--- config.mk ---
export PLATFORM = sky130hd
export DESIGN_NAME = pc_fetch_sequencer
export DESIGN_NICKNAME = d
export VERILOG_FILES = /design/src/rtl/pc_seq_pkg.sv /design/src/rtl/pc_next_sel.sv /design/src/rtl/pc_fetch_sequencer.sv
export SDC_FILE = /design/constraint.sdc
export NUM_CORES = 1
export LEC_CHECK = 0
export ABC_AREA = 1
export CAP_MARGIN = 15
export CORE_MARGIN = 8
export CORE_UTILIZATION = 50
export DETAILED_ROUTE_END_ITERATION = 8
export DONT_BUFFER_PORTS = 1
export PLACE_DENSITY = 0.73
export SKIP_LAST_GASP = 1
export SLEW_MARGIN = 0
export SYNTH_ARGS = -nofsm -noshare
export SYNTH_HDL_FRONTEND = slang
export SYNTH_SLANG_ARGS = --single-unit
--- constraint.sdc ---
create_clock -name clk -period 2 [get_ports clk]
set_input_delay 0.3 -clock clk [delete_from_list [all_inputs] [get_ports clk]]
set_output_delay 0.3 -clock clk [all_outputs]
set_load 0.05 [all_outputs]
--- src/rtl/pc_seq_pkg.sv ---
// Shared types and constants for the PC fetch sequencer and its next-PC selector.
package pc_seq_pkg;

  // Fetch controller states
  typedef enum logic [2:0] {
    IDLE   = 3'd0,
    REQ    = 3'd1,
    WAIT   = 3'd2,
    EXEC   = 3'd3,
    HALTED = 3'd4
  } state_e;

  // Every instruction is one 32-bit word
  localparam logic [31:0] INSTR_BYTES = 32'd4;

  // Default program counter after reset and default misaligned-redirect vector
  localparam logic [31:0] DEFAULT_RESET_PC    = 32'h0000_0000;
  localparam logic [31:0] DEFAULT_TRAP_VECTOR = 32'h0000_0100;

endpackage

--- src/rtl/pc_next_sel.sv ---
// Next-PC selector: sequential PC+4 or redirect target, with misaligned-target handling.
// Optional feature macro: MISALIGN_TRAP_EN. When defined, a misaligned redirect
// target loads TRAP_VECTOR and raises trap; otherwise the target is force-aligned.
module pc_next_sel
  import pc_seq_pkg::*;
#(
  parameter logic [31:0] TRAP_VECTOR = DEFAULT_TRAP_VECTOR
) (
  input  logic [31:0] pc_i,
  input  logic        redirect_i,
  input  logic [31:0] redirect_pc_i,
  output logic [31:0] pc_next_o,
  output logic        trap_o
);

`ifndef MISALIGN_TRAP_EN
  // The trap vector and low target bits have no role when targets are force-aligned
  logic unused_bits;
  assign unused_bits = ^{TRAP_VECTOR, redirect_pc_i[1:0]};
`endif

  // Pick the PC for the next fetch; the sequential add wraps modulo 2^32
  always_comb begin
    pc_next_o = pc_i + INSTR_BYTES;
    trap_o    = 1'b0;
    if (redirect_i) begin
`ifdef MISALIGN_TRAP_EN
      if (redirect_pc_i[1:0] != 2'b00) begin
        pc_next_o = TRAP_VECTOR;
        trap_o    = 1'b1;
      end else begin
        pc_next_o = redirect_pc_i;
      end
`else
      pc_next_o = {redirect_pc_i[31:2], 2'b00};
`endif
    end
  end

endmodule

--- src/rtl/pc_fetch_sequencer.sv ---
// Multi-cycle fetch controller owning the PC: request, wait for data, hold for
// the core, then advance sequentially or to a redirect target.
// Optional feature macro: MISALIGN_TRAP_EN (handled inside pc_next_sel).
module pc_fetch_sequencer
  import pc_seq_pkg::*;
#(
  parameter logic [31:0] RESET_PC    = DEFAULT_RESET_PC,
  parameter logic [31:0] TRAP_VECTOR = DEFAULT_TRAP_VECTOR
) (
  input  logic        clk,
  input  logic        rst,
  output logic        imem_req,
  output logic [31:0] imem_addr,
  input  logic        imem_gnt,
  input  logic        imem_rvalid,
  input  logic [31:0] imem_rdata,
  output logic        instr_valid,
  output logic [31:0] instr,
  output logic [31:0] instr_pc,
  input  logic        core_done,
  input  logic        redirect,
  input  logic [31:0] redirect_pc,
  input  logic        halt,
  output logic        trap,
  output logic [31:0] pc,
  output logic [31:0] retire_cnt
);

  state_e      state_q;
  logic [31:0] pc_q;
  logic [31:0] pc_d;
  logic        trap_d;
  logic        trap_q;
  logic        req_q;
  logic        valid_q;
  logic [31:0] instr_q;
  logic [31:0] instr_pc_q;
  logic [31:0] retire_q;

  pc_next_sel #(
    .TRAP_VECTOR (TRAP_VECTOR)
  ) u_pc_next_sel (
    .pc_i          (pc_q),
    .redirect_i    (redirect),
    .redirect_pc_i (redirect_pc),
    .pc_next_o     (pc_d),
    .trap_o        (trap_d)
  );

  // Fetch FSM with registered request/valid/trap outputs, PC register and retire counter
  always_ff @(posedge clk) begin
    if (rst) begin
      state_q    <= IDLE;
      pc_q       <= RESET_PC;
      req_q      <= 1'b0;
      valid_q    <= 1'b0;
      instr_q    <= 32'h0;
      instr_pc_q <= 32'h0;
      trap_q     <= 1'b0;
      retire_q   <= 32'h0;
    end else begin
      trap_q <= 1'b0;
      case (state_q)
        IDLE: begin
          state_q <= REQ;
          req_q   <= 1'b1;
        end
        REQ: begin
          if (imem_gnt) begin
            state_q <= WAIT;
            req_q   <= 1'b0;
          end
        end
        WAIT: begin
          if (imem_rvalid) begin
            instr_q    <= imem_rdata;
            instr_pc_q <= pc_q;
            valid_q    <= 1'b1;
            state_q    <= EXEC;
          end
        end
        EXEC: begin
          if (core_done) begin
            pc_q     <= pc_d;
            trap_q   <= trap_d;
            retire_q <= retire_q + 32'd1;
            valid_q  <= 1'b0;
            if (halt) begin
              state_q <= HALTED;
            end else begin
              state_q <= REQ;
              req_q   <= 1'b1;
            end
          end
        end
        HALTED: begin
          req_q   <= 1'b0;
          valid_q <= 1'b0;
        end
        default: begin
          state_q <= IDLE;
          req_q   <= 1'b0;
          valid_q <= 1'b0;
        end
      endcase
    end
  end

  assign imem_req    = req_q;
  assign imem_addr   = pc_q;
  assign instr_valid = valid_q;
  assign instr       = instr_q;
  assign instr_pc    = instr_pc_q;
  assign trap        = trap_q;
  assign pc          = pc_q;
  assign retire_cnt  = retire_q;

endmodule

Word-level counts from Yosys, hierarchy flattened
Cells that the tools add are included.

operators by class
  bitwise logic cells = 3
  add/sub/neg operators = 2
  equal/unequal tests = 8
  reductions and logical operators = 7
  multiplexer cells = 13

operators with widths
  kind                                           number
  adder 32 x 1 -> 32 bit, second input constant  1
  adder 32 x 3 -> 32 bit, second input constant  1
  two-way mux 32 bit                             1
  case mux 3 bit (5 select lines)                1
  two-way mux 3 bit                              4
  inequality test 2 bit, second input constant   4
  AND reduction 4 bit                            2
  == test 3 x 2 -> 1 bit, second input constant  2
  two-way mux 1 bit                              5
  case mux 1 bit (4 select lines)                1
  AND reduction 2 bit                            2
  == test 3 x 1 -> 1 bit, second input constant  1
  == test 3 bit, second input constant           1
  zero test 3 bit                                1
  NOT 1 bit                                      3
  case mux 1 bit (3 select lines)                1
  AND reduction 3 bit                            1
  OR reduction 2 bit                             1

word-level totals
  logic and storage cells = 40
  register bits after elaboration = 133
  output and inout port bits = 163
  input port bits = 71

Longest topological paths before layout
  word-level depth = 4
  depth in mapped cells = 12
  depth with buffers taken out = 11

Cells and area by module
From an unflattened synthesis, not the netlist that was laid out.

second synthesis, totals
  cell total of the unflattened synthesis = 1039
  area total of the unflattened synthesis = 7018.0 um^2

by module, submodules not included
  module              cells an instance  sequential area each (um^2)  area an instance (um^2)  times used
  pc_fetch_sequencer  763                2682.6                       5698.0                   1
  pc_next_sel         276                0.0                          1320.0                   1

Least setup slack after synthesis
OpenSTA, ideal clock, no wires.

  path kind = reg2reg
  start point = reg pc_q[2] (netlist: imem_addr[2])
  end point = reg pc_q[18] (netlist: imem_addr[18])
  arrival time = 1763 ps
  required time = 1868 ps
  setup slack = 105 ps
  path buffers = 0
  clock period less this slack = 1895 ps
  cell stages (with the launch flop) = 11
  setup time = 132 ps
  path through = dfxtp_1 -> ha_1 -> nand2_1 -> inv_1 -> nand2_1 -> nor2_1 -> nand2_1 -> o21ai_0 -> nand2_1 -> nand2_1 -> a21oi_1

on the way
  cells in the longest elaborated chain, start to end = 2

ends and longest elaborated chain
  what                    line                      RTL
  from (decl)             pc_fetch_sequencer.sv:30  logic [31:0] pc_q;
  from (signal assigned)  pc_fetch_sequencer.sv:84  pc_q <= pc_d;
  adder 32 x 3 -> 32 bit  pc_next_sel.sv:24         pc_next_o = pc_i + INSTR_BYTES;
  two-way mux 32 bit      pc_next_sel.sv:26         if (redirect_i) begin

No other way between the ends.
A chain may end at the register's enable or synchronous reset.

Worst setup path after layout
  start point = reg state_q[1]
  end point = reg instr_pc_q[11] (netlist: instr_pc[11])

on the way
  cells in the longest elaborated chain, start to end = 2

ends and longest elaborated chain
  what                                  line                      RTL
  from (decl)                           pc_fetch_sequencer.sv:29  state_e state_q;
  from (signal assigned)                pc_fetch_sequencer.sv:53  state_q <= IDLE;
  from (signal assigned)                pc_fetch_sequencer.sv:65  state_q <= REQ;
  from (signal assigned)                pc_fetch_sequencer.sv:70  state_q <= WAIT;
  == test 3 x 2 -> 1 bit                pc_fetch_sequencer.sv:63  case (state_q)
  AND reduction 2 bit (no source line)  --
  to (signal assigned)                  pc_fetch_sequencer.sv:77  instr_pc_q <= pc_q;
  to (decl)                             pc_fetch_sequencer.sv:37  logic [31:0] instr_pc_q;

No other way between the ends.

==> impl_metrics.json <==
{
  "reg2reg_slack_ns": 0.10,
  "place_congestion": 0.886,
  "max_clock_freq_mhz": 527,
  "yosys_warnings": 0,
  "timing.critical_path.required_ns": 2.36,
  "final_common_cell": "sky130_fd_sc_hd__nand2_1",
  "hp-class": "primary input to flip-flop",
  "synth_enable_flop_cells": 0,
  "synth_top_area_share_pct": 38.0,
  "pin_count_of_the_biggest_net_entering_global_routing": 89,
  "drive_above_1_share_pct": 12.5,
  "vias_per_cell": 5.39,
  "clock_input_transition_at_the_sequential_cells_of_the_worst_setup_and_hold_paths_ns": 0.06,
  "placementRows": 42,
  "worst_slew_margin_rel_pct": 57.0,
  "ys_top_cells_by_area": "sky130_fd_sc_hd__dfxtp_1 38%, sky130_fd_sc_hd__nand2_1 18%, sky130_fd_sc_hd__a21oi_1 8.5%, sky130_fd_sc_hd__nand3_1 7.4%, sky130_fd_sc_hd__nor2_1 7.1%",
  "timing.final.crit_share_pct": 94.8,
  "wl_mm": 21.1,
  "num_vias": 6869,
  "ioPinCount": 234,
  "ys_types": 42,
  "worstSetupPathType": "flip-flop to flip-flop",
  "n_antenna_cell": 0,
  "leakagePower_nw": 2.92,
  "starting_density_of_the_core_pct": 51.3,
  "maxUsedRoutingLayer": "met4",
  "synth_largest_area_cell": "sky130_fd_sc_hd__dfxtp_1",
  "globalRouteOverflowTotal": 0,
  "synth.cell_area_sq_um": 6800,
  "cts_made_buffers": 17,
  "cp-end-kind": "flip-flop",
  "cts_htree_levels": 4,
  "slowest_stage": "sky130_fd_sc_hd__dlygate4sd3_1",
  "coreArea_sq_um": 13200,
  "critical_path_arrival_ns": 2.26,
  "final-setup-viol-count": 0,
  "yosys-mux-area-fraction_pct": 0,
  "syn2layout_area_growth_pct": 16.7,
  "clk_path_buf_depth": 2,
  "filler_cell_count": 1318,
  "rsz_0062_raised_after_global_routing": "false",
  "detail_route.first_pass.iterations": 5,
  "combinational_family_with_the_most_area_after_synthesis": "simple AND/OR/NAND/NOR gates",
  "number_of_global_route_vias_before_repair": 6472,
  "postCtsSetupRepairBufs": 0,
  "die-area_sq_um": 17600,
  "detail_route.iter0.violations": 438,
  "cpLargestDelayFamily": "buffers and inverters",
  "fp.dieH_um": 133,
  "met1_wire_length_mm": 8.38,
  "worstSetupStartpointType": "flip-flop",
  "postSynthRegisterBits": 129,
  "run_status": "finished, final reports clean",
  "synth_simple_gate_area_share_pct": 38.3,
  "post_route_minimum_period_ns": 1.90,
  "groute.usage.overall_pct": 23.3,
  "clock_sinks": 129,
  "syn_avg_cell_area_sq_um": 6.47,
  "hpwl_mm": 14.9,
  "final_hold_viols": 0,
  "postSynth.topFlopCell": "sky130_fd_sc_hd__dfxtp_1",
  "postSynth.asyncResetShare_pct": 0,
  "clock-skew-final_ns": 0.00771,
  "ant_nets": 0,
  "max_stage_delay_ns": 0.57,
  "wire_per_inst_um": 16.5,
  "crit_path_max_fanout": 12,
  "die_w_um": 133,
  "worst-path-buf-inv": 2,
  "finalHoldWorstSlack_ns": 0.0356,
  "finalNetCount": 1159,
  "clkLatencyLatePin_ns": 0.42,
  "pwr_density_cell_nw_per_um2": 912,
  "yosys.area_share.xor_xnor_pct": 0.515,
  "grt_pass1_wl_mm": 33.6,
  "fin_setup_tns_ns": 0,
  "dr_wl_met3_mm": 2.00,
  "worst_ir_drop_vdd_mv": 0.688,
  "post-route-drc-count": 0,
  "adder_cell_share_of_the_synthesized_area_pct": 0.368,
  "wl_met2_mm": 10.3,
  "slew_violations": 0,
  "post_synth_inst_count": 1050,
  "finish.utilization_pct": 59.9,
  "tightest_slew_ns": 0.644,
  "clock_tree.root_cell": "sky130_fd_sc_hd__clkbuf_16",
  "port_buffers": 0,
  "final_cell_mix": "328 x sky130_fd_sc_hd__nand2_1, 128 x sky130_fd_sc_hd__nor2_1, 128 x sky130_fd_sc_hd__dfxtp_1",
  "share_of_the_yosys_chip_area_belonging_to_registers_pct": 38.0,
  "path_cells": "nand2_1 -> nor2_4 -> buf_4 -> nand3_1 -> a21oi_1 -> dlygate4sd3_1",
  "synth_compound_area_share_pct": 12.4,
  "grt_antenna_before_repair": 0,
  "clock_tree_from_tritoncts": "built",
  "max-cap-violations": 0
}
-- repair_timing --
action	4_1_cts	5_1_grt
hold buffers	21	0
resized for setup	0	3
endpoints found under the setup margin	0	3
endpoints found under the hold margin	108	0
-- registers in the layout, indices dropped and copies added (netlist names) --
name,count
imem_addr,30
imem_req,1
instr,32
instr_pc,30
instr_valid,1
retire_cnt,32
state_q,3
-- report_power, final --
group / total (W) / leakage (nW) / switching [W] / internal (W)
Clock: 0.00299 / 0.267 / 0.00123 / 0.00176
Sequential: 0.00309 / 1.04 / 0.000388 / 0.00270
Combinational: 0.00116 / 1.61 / 0.000828 / 0.000330
Total: 0.00724 / 2.92 / 0.00245 / 0.00479
-- stage by stage --
step	cells	power (W)	setup WS (ns)	cell area [sq um]
global placement	1222	0.00421	0.342	7130
global route	1275	0.00754	0.00328	7940
floorplan	1056	0.00404	0.105	6820
detailed placement	1222	0.00422	0.299	7130
finish	1275	0.00724	0.104	7940
CTS	1275	0.00728	0.0362	7930
-- Yosys cell counts (all sizes together), types with 3 or more instances --
| cell | instances |
|---|---|
| o21ai | 35 |
| clkbuf | 31 |
| nor2 | 142 |
| nor3 | 7 |
| or2 | 5 |
| buf | 53 |
| a21oi | 116 |
| nand3b | 6 |
| o21a | 3 |
| nand4 | 4 |
| dfxtp | 129 |
| nand2 | 332 |
| inv | 59 |
| nand3 | 105 |
-- final timing paths --
kind	end	cells past startpoint	start
worst max-delay path	instr_pc[11]	6	state_q[1]
worst min-delay path	retire_cnt[3]	2	rst
worst max register to register	instr_pc[11]	6	state_q[1]
worst min register to register	state_q[0]	1	state_q[2]
-- cell type report --
cell class                 instances  area (sq um)  share of cell area (%)
sequential                       129          2580                    32.6
tap                              176           220                    2.77
clock buffer                      19           443                    5.58
inverter                          60           225                    2.84
multi-input combinational        783          3550                    44.7
clock inverter                    13           126                    1.59
timing repair buffer              95           787                    9.92
-- metal layers --
layer  vias up  track usage, %
li1       3412               -
met5         -               0
met2       298            39.1
met3        30            8.71
met1      3129            26.8
met4         0            7.82
-- cells by family (layout without fill, tap and decap cells) --
group / count (synthesis) / count (layout)
other cells: 1 / 7
xor+xnor: 4 / 4
buf+inv: 144 / 187
fa+ha+maj: 2 / 2
flops: 129 / 129
simple gates: 607 / 607
compound gates: 163 / 163
Power figures use the tool's default switching activity.
